===== src/rtl/alarm_pkg.sv =====
// Shared definitions for the multi-zone intruder alarm controller:
// state encoding and a small helper used for parameter checks.
package alarm_pkg;

    localparam int STATE_W = 3;

    typedef enum logic [STATE_W-1:0] {
        ST_DISARMED = 3'd0,
        ST_EXIT     = 3'd1,
        ST_ARMED    = 3'd2,
        ST_ENTRY    = 3'd3,
        ST_ALARM    = 3'd4
    } alarm_state_e;

    // Larger of two delays; used to size-check the delay timer.
    function automatic int max_delay(input int a, input int b);
        return (a > b) ? a : b;
    endfunction

endpackage


===== src/rtl/zone_debounce.sv =====
// One alarm zone: two-flop synchroniser for the raw asynchronous sensor,
// followed by a saturating run-length counter. The zone trips once the
// synchronised input has been high for DEB_CYCLES consecutive samples.
module zone_debounce #(
    parameter int DEB_CYCLES = 4
) (
    input  logic clk,
    input  logic rst_n,
    input  logic sensor,
    input  logic zone_en,
    output logic trip
);

    localparam int                DEB_W   = $clog2(DEB_CYCLES + 1);
    localparam logic [DEB_W-1:0]  DEB_MAX = DEB_W'(DEB_CYCLES);

    logic             sync_q1;
    logic             sync_q2;
    logic [DEB_W-1:0] cnt_q;
    logic [DEB_W-1:0] cnt_next;

    // Next run length: count up while high, hold at DEB_MAX, drop to 0 on a low sample.
    always_comb begin
        // NOTE: default assignment first so every path drives cnt_next -- no latch is inferred.
        cnt_next = '0;
        if (sync_q2) begin
            cnt_next = (cnt_q == DEB_MAX) ? cnt_q : cnt_q + DEB_W'(1);
        end
    end

    // Synchroniser, run-length counter and registered trip flag.
    always_ff @(posedge clk or negedge rst_n) begin
        if (!rst_n) begin
            sync_q1 <= 1'b0;
            sync_q2 <= 1'b0;
            cnt_q   <= '0;
            trip    <= 1'b0;
        end else begin
            // NOTE: non-blocking assignments so sync_q2 takes the old sync_q1, forming a real two-stage chain.
            sync_q1 <= sensor;
            sync_q2 <= sync_q1;
            cnt_q   <= cnt_next;
            trip    <= zone_en && (cnt_next == DEB_MAX);
        end
    end

endmodule


===== src/rtl/alarm_zone_ctrl.sv =====
// Multi-zone intruder alarm controller. Each zone is synchronised and
// debounced, then a single FSM handles arming with an exit delay, entry
// delay for ordinary zones, immediate alarm for instant zones, a latched
// alarm, and a sticky record of which enabled zones tripped while armed.
// Request priority within one cycle: disarm, then trip, then arm.
module alarm_zone_ctrl
    import alarm_pkg::*;
#(
    parameter int N_ZONES     = 4,
    parameter int DEB_CYCLES  = 4,
    parameter int EXIT_DELAY  = 16,
    parameter int ENTRY_DELAY = 16,
    parameter int CNT_W       = 8
) (
    input  logic               clk,
    input  logic               rst_n,
    input  logic [N_ZONES-1:0] sensor_in,
    input  logic [N_ZONES-1:0] zone_en,
    input  logic [N_ZONES-1:0] instant_mask,
    input  logic               arm_req,
    input  logic               disarm_req,
    output logic [STATE_W-1:0] state_o,
    output logic               armed,
    output logic               warn,
    output logic               alarm,
    output logic [N_ZONES-1:0] zone_latch
);

    // Reject configurations the hardware cannot honour.
    if (N_ZONES < 1 || N_ZONES > 8) begin : g_bad_zones
        $error("alarm_zone_ctrl: N_ZONES must be in 1..8");
    end
    if (DEB_CYCLES < 1 || EXIT_DELAY < 1 || ENTRY_DELAY < 1) begin : g_bad_delay
        $error("alarm_zone_ctrl: DEB_CYCLES, EXIT_DELAY and ENTRY_DELAY must be >= 1");
    end
    if ((1 << CNT_W) <= max_delay(EXIT_DELAY, ENTRY_DELAY)) begin : g_bad_cnt_w
        $error("alarm_zone_ctrl: CNT_W too narrow for the exit/entry delays");
    end

    localparam logic [CNT_W-1:0] EXIT_LOAD  = CNT_W'(EXIT_DELAY - 1);
    localparam logic [CNT_W-1:0] ENTRY_LOAD = CNT_W'(ENTRY_DELAY - 1);

    logic [N_ZONES-1:0] trip;
    logic               any_trip;
    logic               any_instant;
    alarm_state_e       state_q;
    logic [CNT_W-1:0]   timer_q;

    for (genvar z = 0; z < N_ZONES; z++) begin : g_zone
        zone_debounce #(
            .DEB_CYCLES (DEB_CYCLES)
        ) u_deb (
            .clk     (clk),
            .rst_n   (rst_n),
            .sensor  (sensor_in[z]),
            .zone_en (zone_en[z]),
            .trip    (trip[z])
        );
    end

    assign any_trip    = |trip;
    assign any_instant = |(trip & instant_mask);

    // Alarm FSM with shared exit/entry countdown and the sticky zone record.
    always_ff @(posedge clk or negedge rst_n) begin
        if (!rst_n) begin
            state_q    <= ST_DISARMED;
            timer_q    <= '0;
            zone_latch <= '0;
        end else begin
            if (state_q == ST_ARMED || state_q == ST_ENTRY || state_q == ST_ALARM) begin
                zone_latch <= zone_latch | trip;
            end

            unique case (state_q)
                ST_DISARMED: begin
                    if (!disarm_req && arm_req) begin
                        state_q    <= ST_EXIT;
                        timer_q    <= EXIT_LOAD;
                        zone_latch <= '0;
                    end
                end
                ST_EXIT: begin
                    if (disarm_req) begin
                        state_q <= ST_DISARMED;
                    end else if (timer_q == '0) begin
                        state_q <= ST_ARMED;
                    end else begin
                        timer_q <= timer_q - CNT_W'(1);
                    end
                end
                ST_ARMED: begin
                    if (disarm_req) begin
                        state_q <= ST_DISARMED;
                    end else if (any_instant) begin
                        state_q <= ST_ALARM;
                    end else if (any_trip) begin
                        state_q <= ST_ENTRY;
                        timer_q <= ENTRY_LOAD;
                    end
                end
                ST_ENTRY: begin
                    if (disarm_req) begin
                        state_q <= ST_DISARMED;
                    end else if (any_instant || timer_q == '0) begin
                        state_q <= ST_ALARM;
                    end else begin
                        timer_q <= timer_q - CNT_W'(1);
                    end
                end
                ST_ALARM: begin
                    if (disarm_req) begin
                        state_q <= ST_DISARMED;
                    end
                end
                default: state_q <= ST_DISARMED;
            endcase
        end
    end

    // Status decoded from the state register alone, so it cannot glitch on input changes.
    always_comb begin
        state_o = state_q;
        armed   = (state_q == ST_ARMED) || (state_q == ST_ENTRY);
        warn    = (state_q == ST_EXIT)  || (state_q == ST_ENTRY);
        alarm   = (state_q == ST_ALARM);
    end

endmodule


===== config.mk =====
export PLATFORM = sky130hd
export DESIGN_NAME = alarm_zone_ctrl
export DESIGN_NICKNAME = d
export VERILOG_FILES = /design/src/rtl/alarm_pkg.sv /design/src/rtl/zone_debounce.sv /design/src/rtl/alarm_zone_ctrl.sv
export SDC_FILE = /design/constraint.sdc
export NUM_CORES = 1
export LEC_CHECK = 0
export CAP_MARGIN = 20
export CORE_AREA = 3 3 61 74
export DETAILED_ROUTE_END_ITERATION = 10
export DIE_AREA = 0 0 64 77
export GPL_TIMING_DRIVEN = 0
export PLACE_DENSITY = 0.67
export SLEW_MARGIN = 20
export SYNTH_ARGS = -nofsm -noshare
export SYNTH_HDL_FRONTEND = slang
export SYNTH_SLANG_ARGS = --single-unit

===== constraint.sdc =====
create_clock -name clk -period 5.3 [get_ports clk]
set_input_delay 1.06 -clock clk [delete_from_list [all_inputs] [get_ports clk]]
set_output_delay 1.06 -clock clk [all_outputs]
set_load 0.005 [all_outputs]

==> summary.md, run 1 <==
| Metric | Value |
|---|---|
| Outcome | complete, no violations |
| I/O pins | 26 |
| CP max FO | 6 |
| Pin count of the biggest net entering global routing | 23 |
| Post_cts resized | 0 |
| Rows | 25 |
| Hold buffer count at cts | 0 |
| Die X | 64 um |
| Max Slew Vio Count | 0 |
| WHS Endpoint | g_zone[3].u_deb.sync_q2 |
| First-pass GRT wire length | between 6000 and 7000 um |
| Worst-path clk slew | 80 ps |
| Worst Hold Launch | g_zone[3].u_deb.sync_q1 |
| Top achievable clock speed | 0.3704 GHz |
| Cells on Worst Hold Path | 0 |
| Slowest cell on crit path | clkdlybuf4s50_1 |
| Starting DRT DRC Count | 77 |
| CTS tree | yes |
| PwrDens | 316.6 nW/um2 |
| Slowest Stage Delay on Critical Path | 510 ps |
| Routed len/inst | 14.84 um |
| Layout cells sized above 1 | 0.09645 |
| Root Driver | clkbuf_8 |
| GPL Wtd Cong | ~0.82 |
| Maximum clock path buffer count | 2 |
| Required @ worst endpoint | ~4200 ps |
| Worst r2r src | timer_q[0] |
| Worst IR drop on VDD | around 0.00015 V |
| Number of CTS-inserted buffers | 5 |
| Critical-path cell list | nand2b_1 -> inv_1 -> clkdlybuf4s50_1 |
| Core Box Area | 3910 um2 |
| Synthesized instance count | 163 |
| I/O Buffers | 25 |
| DRT Pass-1 Iters | 4 |
| R2R depth | 8 |
| Post-synth cell types | 40 |
| N_diodes | 0 |
| Leak | slightly above 1 nW |
| Area grow syn2layout | 23.98% |
| YS warnings | 0 |
| Arr. time, crit path | 1640 ps |
| Initial antenna violation count | 0 |
| CP delay by family, top | buffers and inverters |
| Post-route clock skew | around 7.3 ps |
| Crit path launch type | flop |
| # H-tree levels | 2 |
| Nets | 222 |
| ANT nets after route | 0 |
| Mapped Area | 1810 um2 |
| CTS Sinks | 39 |
| Avg Cell Area, Syn | ~11 um2 |
| Die ar. | 4928 um2 |
| Final worst path period need | between 2000 and 3000 ps |
| Vias in the first global route | 1426 |
| Via-per-instance ratio | between 5 and 6 |
| GRT overflow | 0 |
| Post-synthesis sequential area ratio | 0.5390 |
| Kind of end point of the critical path | output port |
| Routed vias | roughly 1300 |
| Worst slew margin | 0.6737 |
| DIE HEIGHT | 77 um |
| Setup-failing EPs final | 0 |
| DP Wirelength | ~3000 um |
| Total power | ~0.71 mW |
| Post-Syn Nets | 189 |
| RR Endpoint | timer_q[1] |
| Setup TNS Final | 0 ps |
| Crit Path Category | reg -> out |
| Register bit total from synthesis | 39 |
| Hold Fails Final Rpt | 0 |
| Initial core utilization | 0.4630 |
| Residual DRC count | 0 |
| Max Cap Viol | 0 |
| Clock latency reported for the late side of the worst-skew pair | around 290 ps |
| Hold Path Class | reg -> reg |
| RSZ-0062 raised after global routing | false |
| Post-CTS Setup Bufs | 0 |
| Fin crit share | 0.5095 |
| Worst path bufs/invs | 2 |
| All-Layer GR Usage | 0.1732 |
| Reg-to-reg setup timing slack | 3340 ps |
| Total wire length | 3726 um |
| Slew @ Worst Pin | 487.8 ps |
metal layers:
layer	GRT usage	up-vias	wire length, um
met2	0.3268	30	2108
li1	-	647	-
met4	0.06263	0	63
met1	0.1811	653	1430
met3	0.04100	7	124
met5	0	-	0
worst max-delay path by stage:
stage | from | end | slack (ps) | depth (start not counted)
2_1_floorplan | instant_mask[0] | timer_q[1] | 2920 | 6
3_3_place_gp | rst_n | g_zone[0].u_deb.sync_q1 | 2300 | 1
3_5_place_dp | instant_mask[0] | timer_q[1] | 2360 | 7
4_1_cts | state_o[2] | warn | 2600 | 3
5_1_grt | state_o[2] | warn | 2530 | 3
6_report | state_o[2] | warn | 2600 | 3
placed cells by master (no fill, tap or decap), types with 3 or more instances in the layout:
master           instances
a21oi_1                  9
nor3_1                   6
o21ai_0                 10
or3_1                    3
nor2_1                   7
and2_1                   5
o22a_1                   3
clkdlybuf4s50_1         24
nand2_1                  8
dfrtp_1                 39
nor4bb_1                 3
a31oi_1                  4
ha_1                    10
and3_1                   4
inv_1                   17
clkbuf_8                 5
nand3_1                  3
nor4_1                   3
o21a_1                   3
flip-flops by register name, summed over array words and instances, names as in the netlist:
register	count
g_zone.u_deb.cnt_q	12
g_zone.u_deb.sync_q1	4
g_zone.u_deb.sync_q2	4
g_zone.u_deb.trip	4
state_o	3
timer_q	8
zone_latch	4
power by group:
part | leakage [nW] | switching [mW] | internal, mW
clock | 0.0443 | 0.106 | 0.0939
sequential | 0.499 | 0.0412 | 0.333
combinational | 0.481 | 0.0695 | 0.0678
total | 1.02 | 0.216 | 0.494
per-stage QoR:
step / hold slack [ps] / instances / setup WS (ps) / utilization / cell area [um2]
2_1_floorplan: 331.2 / 163 / 2918 / - / 1810
3_3_place_gp: 334.2 / 242 / 2295 / 0.5443 / 2128
3_5_place_dp: 334.7 / 243 / 2357 / 0.5501 / 2151
4_1_cts: 353.6 / 251 / 2597 / 0.5741 / 2245
5_1_grt: 360.3 / 251 / 2530 / 0.5741 / 2245
6_report: 352.2 / 251 / 2600 / 0.5741 / 2245
logic make-up (layout without fill, tap and decap cells):
| kind of cell | after synthesis | in the layout | synth area share |
|---|---|---|---|
| AND/OR/NAND/NOR | 51 | 51 | 0.1693 |
| AO/OA/AOI/OAI | 41 | 41 | 0.1590 |
| flip-flops | 39 | 39 | 0.5390 |
| buffers and inverters | 19 | 53 | 0.04492 |
| adder cells (fa/ha/maj) | 10 | 10 | 0.06911 |
| multiplexers | 2 | 2 | 0.01382 |
| XOR/XNOR | 1 | 1 | 0.004838 |
synthesized netlist by cell type:
master | n | area [um2]
o41ai_4 | 1 | 27.53
a21oi_1 | 9 | 45.04
nand3_1 | 3 | 15.01
nand2b_1 | 2 | 12.51
nor4_1 | 3 | 18.77
nor3b_1 | 1 | 7.510
or2_2 | 1 | 6.260
ha_1 | 10 | 125.1
or4_1 | 1 | 7.510
a21boi_2 | 1 | 11.26
dfrtp_1 | 39 | 975.9
and2_1 | 5 | 31.28
mux2_4 | 1 | 15.01
a21boi_0 | 1 | 7.510
or3_4 | 1 | 11.26
nor2_1 | 7 | 26.28
inv_4 | 1 | 6.260
nor2b_1 | 1 | 6.260
a22oi_1 | 2 | 15.01
or3_1 | 3 | 18.77
a211o_1 | 1 | 8.760
a21o_1 | 1 | 7.510
nor3_1 | 6 | 30.03
or2_4 | 1 | 8.760
and3_1 | 4 | 25.02
nor4bb_1 | 3 | 30.03
o311a_1 | 1 | 10.01
o22a_1 | 3 | 26.28
inv_1 | 17 | 63.81
mux2i_1 | 1 | 10.01
o211ai_1 | 1 | 7.510
xnor2_1 | 1 | 8.760
a31oi_1 | 4 | 25.02
o21a_1 | 3 | 22.52
nand2_1 | 8 | 30.03
o31ai_1 | 2 | 15.01
o31a_1 | 1 | 8.760
nor4_4 | 1 | 21.27
o21ai_0 | 10 | 50.05
buf_6 | 1 | 11.26
final cells by class:
cell class | instances | area (um2)
plain buffers | 1 | 11.26
clock buffers | 5 | 68.82
clock inverters | 3 | 25.02
fillers | 338 | 1665
inverters | 18 | 70.07
multi-input cells | 105 | 753.2
flip-flops and latches | 39 | 975.9
well taps | 54 | 67.56
repair buffers | 26 | 272.8
Power figures use the tool's default switching activity.
==> run 2, diff against run 1 <==
clock period = 2.7 ns   (was 5.3 ns; I/O delays follow)
==> results of run 2 <==
Same layout as run 1 (identical final DEF). Status: complete, no violations.
Among the figures that moved: setup slack after placement 2357 ps -> 277.0 ps; setup slack after layout 2600 ps -> 519.9 ps; hold slack 352.2 ps -> 187.3 ps; register-to-register setup slack 3340 ps -> 740 ps; total power 0.7106 mW -> 1.395 mW; worst IR drop on VDD 0.0001536 V -> 0.0003015 V
==> run 3, diff against run 2 <==
PLACE_DENSITY = 0.7   (was 0.67)
clock period = 1.8 ns   (was 2.7 ns; I/O delays follow)
==> run 3 against run 2 <==
Wire length up 14%. Worst hold slack better by 160 ps. The flow now finishes with violations (setup timing). Final area up 10%. Clock skew down 2.5 ps. Total power up 70%. Clock power up 92%. Clock-buffer cell count up 1. Utilization up 5.8 points. Die area unchanged. Non-clock buffer count up 20. Largest power group unchanged.
==> summary.md, run 3 (synthesis results as in run 1) <==
| Metric | Value |
|---|---|
| Outcome | complete, but fails checks |
| Failing checks | setup timing |
| Setup-failing EPs final | 1 |
| First-pass GRT wire length | 7093 um |
| Biggest regs | g_zone.u_deb.cnt_q (12), timer_q (8) |
| Reg-to-reg setup timing slack | -7 ps |
| I/O pins | 26 |
| RR Endpoint | timer_q[1] |
| Fin crit share | 1.004 |
| Layout cells sized above 1 | 0.2396 |
| # H-tree levels | 2 |
| Hold Slack | 348.9 ps |
| Nets | 242 |
| Required @ worst endpoint | 1980 ps |
| ANT nets after route | 0 |
| GPL Wtd Cong | ~0.85 |
| All-Layer GR Usage | 0.1876 |
| DP Wirelength | 2840 um |
| CP delay by family, top | buffers and inverters |
| Worst IR drop on VDD | 0.0007077 V |
| Design internal power | 1.713 mW |
| Cells on Worst Hold Path | 0 |
| Top achievable clock speed | 0.5534 GHz |
| Pin count of the biggest net entering global routing | 33 |
| Total wire length | 4254 um |
| WHS Endpoint | g_zone[1].u_deb.sync_q2 |
| RSZ-0062 raised after global routing | true |
| Max Cap Viol | 0 |
| Critical Path Start | disarm_req |
| Initial antenna violation count | 0 |
| Final worst path period need | 1807 ps |
| Rows | 25 |
| Worst path bufs/invs | 3 |
| Arr. time, crit path | 1980 ps |
| Post-route clock skew | 4.871 ps |
| CP max FO | 5 |
| Initial core utilization | 0.4630 |
| Hold Fails Final Rpt | 0 |
| Number of CTS-inserted buffers | 5 |
| Max reg flops | 12 |
| R2R depth | 6 |
| Worst Hold Launch | g_zone[1].u_deb.sync_q1 |
| Core Box Area | slightly below 4000 um2 |
| Slew @ Worst Pin | 289.7 ps |
| Reg power frac | 0.448 |
| N_diodes | 0 |
| CTS Sinks | 39 |
| Sw frac | 0.2775 |
| Die ar. | 4928 um2 |
| PwrDens | 959.0 nW/um2 |
| Vias in the first global route | 1559 |
| Commonest non-fill, non-tap cell in the layout | dfrtp_1 |
| Starting DRT DRC Count | 106 |
| Area grow syn2layout | 36.56% |
| Slowest Stage Delay on Critical Path | 490 ps |
| Total power | 2.371 mW |
| Max Slew Vio Count | 0 |
| Routed len/inst | 15.70 um |
| Pre-CTS WS | -448.3 ps |
| Residual DRC count | 0 |
| P_sw | 0.6580 mW |
| Leak | 1.163 nW |
| Die X | 64 um |
| GRT overflow | 0 |
| Combinational Power Share | 0.235 |
| CTS tree | yes |
| I/O Buffers | 25 |
| Worst-path clk slew | around 80 ps |
| Clk network pwr share | 0.317 |
| Root Driver | clkbuf_8 |
| Slowest cell on crit path | clkdlybuf4s50_1 |
| Worst r2r src | g_zone[1].u_deb.trip |
| Crit Path Category | in -> reg |
| Crit path launch type | input pin |
| Critical-path cell list | clkdlybuf4s50_1 -> nor2_2 -> o211ai_1 -> or3_1 -> buf_6 -> inv_4 -> mux2_4 |
| Kind of end point of the critical path | flop |
| Routed vias | 1467 |
| Commonest non-fill, non-tap cells in the layout | 36 x dfrtp_1, 19 x clkdlybuf4s50_1, 18 x buf_4 |
| Cell depth of the worst setup path | 7 |
| Top reg by flops | g_zone.u_deb.cnt_q |
| DIE HEIGHT | about 77 um |
| Clock latency reported for the late side of the worst-skew pair | 290 ps |
| Maximum clock path buffer count | 2 |
| Hold Path Class | reg -> reg |
| DRT Pass-1 Iters | 4 |
| Setup ws final | -7.117 ps |
| Worst slew margin | 0.8042 |
| Via-per-instance ratio | around 5.4 |
run 3: cell count changes in the layout (fill, tap and decap cells not counted), moves of 2 or more:
cell / change
clkinv_4: -2
a22oi_1: -2
buf_4: +18
nor2_2: +2
a22oi_2: +2
nor2_1: -2
dfrtp_1: -3
clkdlybuf4s50_1: -5
dfrtp_2: +3
dlygate4sd2_1: +4
run 3: how the worst max path moves through the flow:
stage,end,slack (ps)
after floorplan,timer_q[1],20
after global placement,g_zone[0].u_deb.cnt_q[0],-490
after detailed placement,timer_q[1],-450
after CTS,timer_q[1],-0.5
after global routing,timer_q[1],-100
final,timer_q[1],-7
run 3: power by group through the flow:
stage / Combinational, mW / Sequential [mW] / Clock (mW)
after CTS: 0.526 / 1.06 / 0.770
after floorplan: 0.285 / 1.08 / 0
after global placement: 0.371 / 1.10 / 0
final: 0.557 / 1.06 / 0.752
after global routing: 0.613 / 1.08 / 0.815
after detailed placement: 0.403 / 1.11 / 0
run 3: cell type report:
cell class                      instances  area [um2]
Fill cell                             305        1438
Sequential cell                        39       979.7
Multi-Input combinational cell        105       807.0
Timing Repair Buffer                   46       419.2
Clock buffer                            6       82.58
Inverter                               18       70.07
Tap cell                               54       67.56
Clock inverter                          2       35.03
Buffer                                  1       11.26
run 3: metal layers:
layer / vias to the layer above / part of all wire / GRT usage
li1: 683 / - / -
met1: 732 / 0.39 / 0.2084
met2: 43 / 0.54 / 0.3309
met3: 9 / 0.049 / 0.05271
met4: 0 / 0.022 / 0.07559
met5: - / 0 / 0
run 3: through the flow:
stage / instance area [um2] / cells / util / TNS, ps
after floorplan: 1813 / 163 / - / 0
after global placement: 2131 / 242 / 0.5450 / -21120
after detailed placement: 2146 / 243 / 0.5488 / -2429
after CTS: 2422 / 268 / 0.6195 / -0.5029
after global routing: 2472 / 271 / 0.6323 / -206.7
final: 2472 / 271 / 0.6323 / -7.117
run 3: worst register-to-register path, delay by kind of cell (launching register included):
family	cells	cell delay, ps
compound gates	1	160
flops	1	430
simple gates	2	670
buf+inv	2	160
mux	1	280
run 3: what timing repair did:
action,in CTS,in global routing
hold buffers,1,0
buffers inserted,16,3
pin swaps,6,5
setup endpoints to repair,6,8
resized for setup,14,7
endpoints found under the hold margin,7,0
